## src/rtl/spi_pkg.sv

```systemverilog
// Shared types and constants for the SPI receive link checker.
package spi_pkg;

  localparam int DATA_W_DEF = 8;

  // Amount the sequence checker expects each word to advance by.
  localparam int SEQ_STEP = 1;

  typedef enum logic {
    IDLE  = 1'b0,
    SHIFT = 1'b1
  } state_t;

endpackage

```

## src/rtl/spi_slave_rx_if.sv

```systemverilog
// Serial input pins plus the receive/status outputs of the link checker.
interface spi_slave_rx_if #(
  parameter int DATA_W = 8,
  parameter int ERR_W  = 16
);
  logic              sclk;
  logic              cs_n;
  logic              mosi;
  logic [DATA_W-1:0] rx_data;
  logic              rx_valid;
  logic              seq_err;
  logic              frame_err;
  logic              locked;
  logic [ERR_W-1:0]  err_count;

  modport master (
    output sclk, cs_n, mosi,
    input  rx_data, rx_valid, seq_err, frame_err, locked, err_count
  );

  modport slave (
    input  sclk, cs_n, mosi,
    output rx_data, rx_valid, seq_err, frame_err, locked, err_count
  );
endinterface

```

## src/rtl/spi_in_sync.sv

```systemverilog
// Multi-flop synchroniser for one asynchronous input, with rising-edge detect
// taken one flop after the synchronised output.
module spi_in_sync #(
  parameter int STAGES = 2
) (
  input  logic clk_spi,
  input  logic reset,
  input  logic d_i,
  output logic q_o,
  output logic rise_o
);
  logic [STAGES-1:0] chain_q;
  logic              prev_q;

  // Shift the raw input through the chain and keep one delayed copy for edges.
  always_ff @(posedge clk_spi or negedge reset) begin
    if (!reset) begin
      chain_q <= '0;
      prev_q  <= 1'b0;
    end else begin
      chain_q <= {chain_q[STAGES-2:0], d_i};
      prev_q  <= chain_q[STAGES-1];
    end
  end

  assign q_o    = chain_q[STAGES-1];
  assign rise_o = chain_q[STAGES-1] & ~prev_q;
endmodule

```

## src/rtl/spi_slave_rx.sv

```systemverilog
// SPI receive endpoint and link checker: deserialises words from an
// oversampled sclk/mosi pair and verifies they form an incrementing sequence.
//
//   state | meaning
//   IDLE  | not selected, bit counter held at 0
//   SHIFT | selected, shifting bits on each sclk rising edge
module spi_slave_rx
  import spi_pkg::*;
#(
  parameter int DATA_W      = DATA_W_DEF,
  parameter bit LSB_FIRST   = 1'b1,
  parameter int SYNC_STAGES = 2,
  parameter bit USE_CS      = 1'b1,
  parameter int ERR_W       = 16
) (
  input logic           clk_spi,
  input logic           reset,
  spi_slave_rx_if.slave bus
);
  localparam int               CNT_W    = $clog2(DATA_W + 1);
  localparam logic [CNT_W-1:0] CNT_FULL = CNT_W'(DATA_W);
  localparam logic [ERR_W-1:0] ERR_MAX  = '1;

  logic sclk_s, sclk_rise, cs_n_s, mosi_s;
  logic cs_rise_unused, mosi_rise_unused;
  logic sel;

  state_t            state_q, state_d;
  logic [CNT_W-1:0]  bit_cnt_q, bit_cnt_d;
  logic [DATA_W-1:0] shreg_q, shreg_d, shifted;
  logic [DATA_W-1:0] rx_data_q, rx_data_d;
  logic [DATA_W-1:0] expected_q, expected_d;
  logic              rx_valid_q, seq_err_q, seq_err_d, frame_err_q, frame_err_d;
  logic              locked_q, locked_d;
  logic [ERR_W-1:0]  err_count_q, err_count_d;
  logic              word_done;

  spi_in_sync #(.STAGES(SYNC_STAGES)) u_sync_sclk (
    .clk_spi(clk_spi), .reset(reset), .d_i(bus.sclk), .q_o(sclk_s), .rise_o(sclk_rise)
  );
  spi_in_sync #(.STAGES(SYNC_STAGES)) u_sync_cs (
    .clk_spi(clk_spi), .reset(reset), .d_i(bus.cs_n), .q_o(cs_n_s), .rise_o(cs_rise_unused)
  );
  spi_in_sync #(.STAGES(SYNC_STAGES)) u_sync_mosi (
    .clk_spi(clk_spi), .reset(reset), .d_i(bus.mosi), .q_o(mosi_s), .rise_o(mosi_rise_unused)
  );

  assign sel     = USE_CS ? ~cs_n_s : 1'b1;
  assign shifted = LSB_FIRST ? {mosi_s, shreg_q[DATA_W-1:1]} : {shreg_q[DATA_W-2:0], mosi_s};

  // Deserialiser: next state, bit counter, shift register, word/frame events.
  always_comb begin
    state_d     = state_q;
    bit_cnt_d   = bit_cnt_q;
    shreg_d     = shreg_q;
    word_done   = 1'b0;
    frame_err_d = 1'b0;
    case (state_q)
      IDLE: begin
        bit_cnt_d = '0;
        if (sel) begin
          state_d = SHIFT;
          if (sclk_rise) begin
            shreg_d   = shifted;
            bit_cnt_d = CNT_W'(1);
          end
        end
      end
      SHIFT: begin
        // A completed word is still delivered even if select drops now.
        if (bit_cnt_q == CNT_FULL) begin
          word_done = 1'b1;
          bit_cnt_d = '0;
        end
        if (!sel) begin
          state_d   = IDLE;
          bit_cnt_d = '0;
          if (bit_cnt_q != '0 && bit_cnt_q != CNT_FULL) frame_err_d = 1'b1;
        end else if (sclk_rise) begin
          shreg_d   = shifted;
          bit_cnt_d = (word_done ? CNT_W'(0) : bit_cnt_q) + CNT_W'(1);
        end
      end
      default: state_d = IDLE;
    endcase
  end

  // Sequence checker and saturating error counter.
  always_comb begin
    rx_data_d   = word_done ? shreg_q : rx_data_q;
    seq_err_d   = word_done && locked_q && (shreg_q != expected_q);
    expected_d  = word_done ? shreg_q + DATA_W'(SEQ_STEP) : expected_q;
    locked_d    = locked_q;
    if (frame_err_d)    locked_d = 1'b0;
    else if (word_done) locked_d = 1'b1;
    err_count_d = err_count_q;
    if ((seq_err_d || frame_err_d) && err_count_q != ERR_MAX)
      err_count_d = err_count_q + ERR_W'(1);
  end

  // State and output registers.
  always_ff @(posedge clk_spi or negedge reset) begin
    if (!reset) begin
      state_q     <= IDLE;
      bit_cnt_q   <= '0;
      shreg_q     <= '0;
      rx_data_q   <= '0;
      rx_valid_q  <= 1'b0;
      seq_err_q   <= 1'b0;
      frame_err_q <= 1'b0;
      locked_q    <= 1'b0;
      expected_q  <= '0;
      err_count_q <= '0;
    end else begin
      state_q     <= state_d;
      bit_cnt_q   <= bit_cnt_d;
      shreg_q     <= shreg_d;
      rx_data_q   <= rx_data_d;
      rx_valid_q  <= word_done;
      seq_err_q   <= seq_err_d;
      frame_err_q <= frame_err_d;
      locked_q    <= locked_d;
      expected_q  <= expected_d;
      err_count_q <= err_count_d;
    end
  end

  assign bus.rx_data   = rx_data_q;
  assign bus.rx_valid  = rx_valid_q;
  assign bus.seq_err   = seq_err_q;
  assign bus.frame_err = frame_err_q;
  assign bus.locked    = locked_q;
  assign bus.err_count = err_count_q;
endmodule

```

## src/flat_wrapper.sv

```systemverilog
// flat-port wrapper written by rule: the top's interface ports become plain ports
module spi_slave_rx_flat import spi_pkg::*;
#(
  parameter int DATA_W      = DATA_W_DEF,
  parameter bit LSB_FIRST   = 1'b1,
  parameter int SYNC_STAGES = 2,
  parameter bit USE_CS      = 1'b1,
  parameter int ERR_W       = 16
)
  (clk_spi, reset, bus_sclk, bus_cs_n, bus_mosi, bus_rx_data, bus_rx_valid, bus_seq_err, bus_frame_err, bus_locked, bus_err_count);
  spi_slave_rx_if #(.DATA_W(DATA_W), .ERR_W(ERR_W)) bus_i ();
  input logic clk_spi;
  input logic reset;
  input wire logic [$bits(bus_i.sclk)-1:0] bus_sclk;
  input wire logic [$bits(bus_i.cs_n)-1:0] bus_cs_n;
  input wire logic [$bits(bus_i.mosi)-1:0] bus_mosi;
  output wire logic [$bits(bus_i.rx_data)-1:0] bus_rx_data;
  output wire logic [$bits(bus_i.rx_valid)-1:0] bus_rx_valid;
  output wire logic [$bits(bus_i.seq_err)-1:0] bus_seq_err;
  output wire logic [$bits(bus_i.frame_err)-1:0] bus_frame_err;
  output wire logic [$bits(bus_i.locked)-1:0] bus_locked;
  output wire logic [$bits(bus_i.err_count)-1:0] bus_err_count;
  assign bus_i.sclk = bus_sclk;
  assign bus_i.cs_n = bus_cs_n;
  assign bus_i.mosi = bus_mosi;
  assign bus_rx_data = bus_i.rx_data;
  assign bus_rx_valid = bus_i.rx_valid;
  assign bus_seq_err = bus_i.seq_err;
  assign bus_frame_err = bus_i.frame_err;
  assign bus_locked = bus_i.locked;
  assign bus_err_count = bus_i.err_count;
  spi_slave_rx #(.DATA_W(DATA_W), .LSB_FIRST(LSB_FIRST), .SYNC_STAGES(SYNC_STAGES), .USE_CS(USE_CS), .ERR_W(ERR_W)) u_core (.clk_spi(clk_spi), .reset(reset), .bus(bus_i));
endmodule
```

## config.mk

```make
export PLATFORM = sky130hd
export DESIGN_NAME = spi_slave_rx_flat
export DESIGN_NICKNAME = d
export VERILOG_FILES = /design/src/rtl/spi_pkg.sv /design/src/rtl/spi_slave_rx_if.sv /design/src/rtl/spi_in_sync.sv /design/src/rtl/spi_slave_rx.sv /design/src/flat_wrapper.sv
export SDC_FILE = /design/constraint.sdc
export NUM_CORES = 1
export LEC_CHECK = 0
export CAP_MARGIN = 20
export CELL_PAD_IN_SITES_DETAIL_PLACEMENT = 0
export CELL_PAD_IN_SITES_GLOBAL_PLACEMENT = 1
export CORE_ASPECT_RATIO = 1.25
export CORE_MARGIN = 4
export CORE_UTILIZATION = 47
export DETAILED_ROUTE_END_ITERATION = 12
export GPL_TIMING_DRIVEN = 0
export PLACE_DENSITY = 0.79
export SLEW_MARGIN = 15
export SYNTH_ARGS = -nofsm -noshare
export SYNTH_HDL_FRONTEND = slang
export SYNTH_SLANG_ARGS = --single-unit
```

## constraint.sdc

```tcl
create_clock -name clk_spi -period 5.3 [get_ports clk_spi]
set_input_delay 0.53 -clock clk_spi [delete_from_list [all_inputs] [get_ports clk_spi]]
set_output_delay 0.53 -clock clk_spi [all_outputs]
set_load 0.01 [all_outputs]
```

==> flow_summary.json <==
{
  "rsz0062_at_grt": "false",
  "power_density_nw_per_um2": 325.0,
  "synth-xor-area-share_pct": 10.16,
  "num-nets-final": 243,
  "power.leakage_nw": 1.327,
  "dieArea_um2": 6528,
  "clockBufferDepth": 2,
  "initial_core_util_pct": 48.62,
  "yosysUniqueCellTypes": 31,
  "tightest_slew_ns": 0.6757,
  "post-place-ws_ns": 3.399,
  "cts_max_level": 2,
  "setup_ws_ns": 3.357,
  "fmax_ghz": 0.5148,
  "critPathLaunchType": "flop",
  "cts_setup_buffers": 0,
  "reg2reg_from": "u_core.bus.err_count[0]$_DFFE_PN0P_",
  "via_per_inst": 5.315,
  "r2r_end": "u_core.bus.err_count[15]$_DFFE_PN0P_",
  "setup_viol": 0,
  "hold_buffers": 0,
  "finalHoldViolCount": 0,
  "synthSimpleGateAreaFrac_pct": 10.06,
  "drive_above_1_share_pct": 17.80,
  "startpoint": "u_core.bus.err_count[0]$_DFFE_PN0P_",
  "cts_buffers": 5,
  "via_count": 1584,
  "num_rows": 29,
  "r2r_cells": 7,
  "coreArea_um2": 5116,
  "synth_top_area_share_pct": 56.34,
  "drc_errors": 0,
  "gr-total-overflow": 0,
  "groute.usage.overall_pct": 15.32,
  "syn2layout_area_growth_pct": 20.37,
  "worstSetupPathType": "reg2reg",
  "end_kind": "flop",
  "clock-sinks": 56,
  "setup_tns_ns": 0,
  "die_height_um": 89.34,
  "dieWidth_um": 73.07,
  "clkLatencyLatePin_ns": 0.31,
  "async_reset_ff_share_pct": 100.0,
  "drv_cap": 0,
  "io_buffer_count": 32,
  "finClkSkew_ns": 0.01040,
  "synth_edf_count": 0,
  "post-synth-top-count-cell": "dfrtp_1",
  "synth_seq_cells": 56,
  "clkTransAtPathRegs_ns": 0.10,
  "status": "finished, final reports clean",
  "grt_max_degree": 57,
  "slew_viol_final": 0,
  "ys.flop_type": "dfrtp_1",
  "cp.depth": 7,
  "rrSetupSlack_ns": 3.36,
  "drt_iter0_markers": 62,
  "seq_area_frac_synth_pct": 56.34,
  "grt_pass1_wl_um": 7734,
  "pin_count": 33,
  "gp_congestion": 0.8349,
  "ant_nets": 0,
  "cpPeakStageDelay_ns": 0.42,
  "path_cells": "ha_1 > and4_1 > and3_1 > nand3_1 > buf_2 > o2111ai_1 > xnor2_1",
  "syn_inst": 196,
  "netlist.top_cell.by_area": "dfrtp_1",
  "cts_root_buf": "clkbuf_8",
  "crit_buf_inv": 1,
  "path_delay_family": "simple AND/OR/NAND/NOR gates",
  "synth_fp_nets": 204,
  "slew_headroom_pct": 54.96,
  "crit_arrival_ns": 2.13,
  "slowest_stage": "dfrtp_1",
  "ir_drop_v": 0.0001881,
  "grt_pass1_vias": 1709,
  "synth_compound_area_share_pct": 7.646,
  "n_fill_cell": 427,
  "hp-class": "in2async",
  "synthesis.area_um2": 2487,
  "hpwl_um": 3198,
  "cts_tree": "yes",
  "crit_fanout": 10,
  "wl_per_cell_um": 14.94,
  "antenna_found_initial": 0,
  "synthTopCellsByCount": "56 x dfrtp_1, 22 x xnor2_1, 19 x mux2_2",
  "synthTopCellsByArea": "dfrtp_1 56%, mux2_2 8.6%, xnor2_1 7.7%, and3_1 3.0%, o2111ai_1 2.8%",
  "synth_adder_area_share_pct": 1.509,
  "crit_end": "u_core.bus.err_count[15]$_DFFE_PN0P_",
  "post-route-period-util_pct": 36.65,
  "drtPass1Iterations": 4,
  "post_cts_resized": 0,
  "routed_wl_um": 4452,
  "synth_warnings": 0,
  "synth_top_family_by_area": "multiplexers",
  "layout_min_cycle_time_ns": 1.943,
  "cp.required_ns": 5.49,
  "synth_mux_area_share_pct": 10.71,
  "syn_avg_cell_area_um2": 12.69,
  "num_antenna_cells": 0
}
## area by class of cell
| type | instances | area (µm²) | share of cell area [%] |
|---|---|---|---|
| Buffer | 12 | 77.57 | 2.591 |
| Clock buffer | 5 | 68.82 | 2.298 |
| Clock inverter | 3 | 42.54 | 1.421 |
| Inverter | 3 | 11.26 | 0.3761 |
| Multi-Input combinational cell | 125 | 997.2 | 33.31 |
| Sequential cell | 56 | 1401 | 46.80 |
| Tap cell | 62 | 77.57 | 2.591 |
| Timing Repair Buffer | 32 | 317.8 | 10.61 |
## cells in the final DEF, fill, tap and decap left out, types with 2 or more instances in the layout
cell type         n
clkdlybuf4s50_1  31
nor2_1           13
o211ai_1          5
buf_2             5
mux2_2           19
buf_4             2
ha_1              3
clkbuf_1          3
inv_1             3
mux2_1            2
nand4_1           3
dfrtp_1          56
nand3_1           4
o2111ai_1         8
and2_1            2
and4_1            3
and3_1           12
xor2_1            5
xnor2_1          22
a21oi_1           5
nand2_1           7
buf_6             3
mux2i_1           3
clkbuf_8          5
## registers in the layout, summed over array words and instances, names as in the netlist
register and flops:
u_core.bus.locked 1, u_core.state_q 1, u_core.bus.seq_err 1, u_core.bus.rx_data 8
u_core.u_sync_mosi.chain_q 2, u_core.u_sync_sclk.chain_q 2, u_core.bus.rx_valid 1, u_core.u_sync_sclk.prev_q 1
u_core.bus.frame_err 1, u_core.bus.err_count 16, u_core.bit_cnt_q 4, u_core.expected_q 8
u_core.u_sync_cs.chain_q 2, u_core.shreg_q 8
## metal layers
| layer | vias up | global-route usage [%] | wire length (µm) |
|---|---|---|---|
| li1 | 762 | - | - |
| met1 | 785 | 19.00 | 1984 |
| met2 | 29 | 25.79 | 2255 |
| met3 | 8 | 3.150 | 139 |
| met4 | 0 | 6.544 | 72 |
| met5 | - | 0 | 0 |
## worst min path at each step
| stage | from | endpoint | slack, ns | cells after the start |
|---|---|---|---|---|
| final | reset | u_core.bus.rx_data[3]$_DFFE_PN0P_ | 0.25 | 1 |
| after floorplan | reset | u_core.bit_cnt_q[0]$_DFFE_PN0P_ | 0.23 | 0 |
| after detailed placement | u_core.u_sync_cs.chain_q[0]$_DFF_PN0_ | u_core.u_sync_cs.chain_q[1]$_DFF_PN0_ | 0.34 | 0 |
| after global placement | u_core.u_sync_cs.chain_q[0]$_DFF_PN0_ | u_core.u_sync_cs.chain_q[1]$_DFF_PN0_ | 0.33 | 0 |
| after global routing | reset | u_core.shreg_q[0]$_DFFE_PN0P_ | 0.31 | 1 |
| after CTS | reset | u_core.expected_q[5]$_DFFE_PN0P_ | 0.28 | 1 |
## power breakdown
part           switching (W)  leakage [nW]  internal, W
registers          0.0000479         0.747     0.000467
clock network       0.000136        0.0541     0.000140
logic              0.0000787         0.526     0.000104
total               0.000263          1.33     0.000710
## worst reg2reg max path: cells and delay by family, from the launching register on
| kind | cells | cell delay (ns) |
|---|---|---|
| compound gates | 1 | 0.17 |
| buf+inv | 1 | 0.22 |
| fa+ha+maj | 1 | 0.24 |
| xor+xnor | 1 | 0.17 |
| simple gates | 3 | 0.60 |
| flops | 1 | 0.42 |
## kinds of logic (layout without fill, tap and decap cells)
family | count (synthesis) | in the layout
AOI/OAI and AO/OA | 23 | 23
xor gates and xnor gates | 28 | 28
adders and majority gates | 3 | 3
buffers and inverters | 15 | 55
DFF | 56 | 56
muxes | 24 | 24
and+or+nand+nor | 47 | 47
## through the flow
| stage | power, W | hold slack [ns] | utilization, % | area (µm²) | std cells |
|---|---|---|---|---|---|
| after floorplan | 0.0006399 | 0.2344 | - | 2487 | 196 |
| after global placement | 0.0007009 | 0.3344 | 56.40 | 2885 | 290 |
| after detailed placement | 0.0007071 | 0.3356 | 56.35 | 2883 | 290 |
| after CTS | 0.0009880 | 0.2796 | 58.52 | 2994 | 298 |
| after global routing | 0.001027 | 0.3056 | 58.52 | 2994 | 298 |
| final | 0.0009731 | 0.2516 | 58.52 | 2994 | 298 |
No activity file was read; power rests on OpenSTA's default activity.
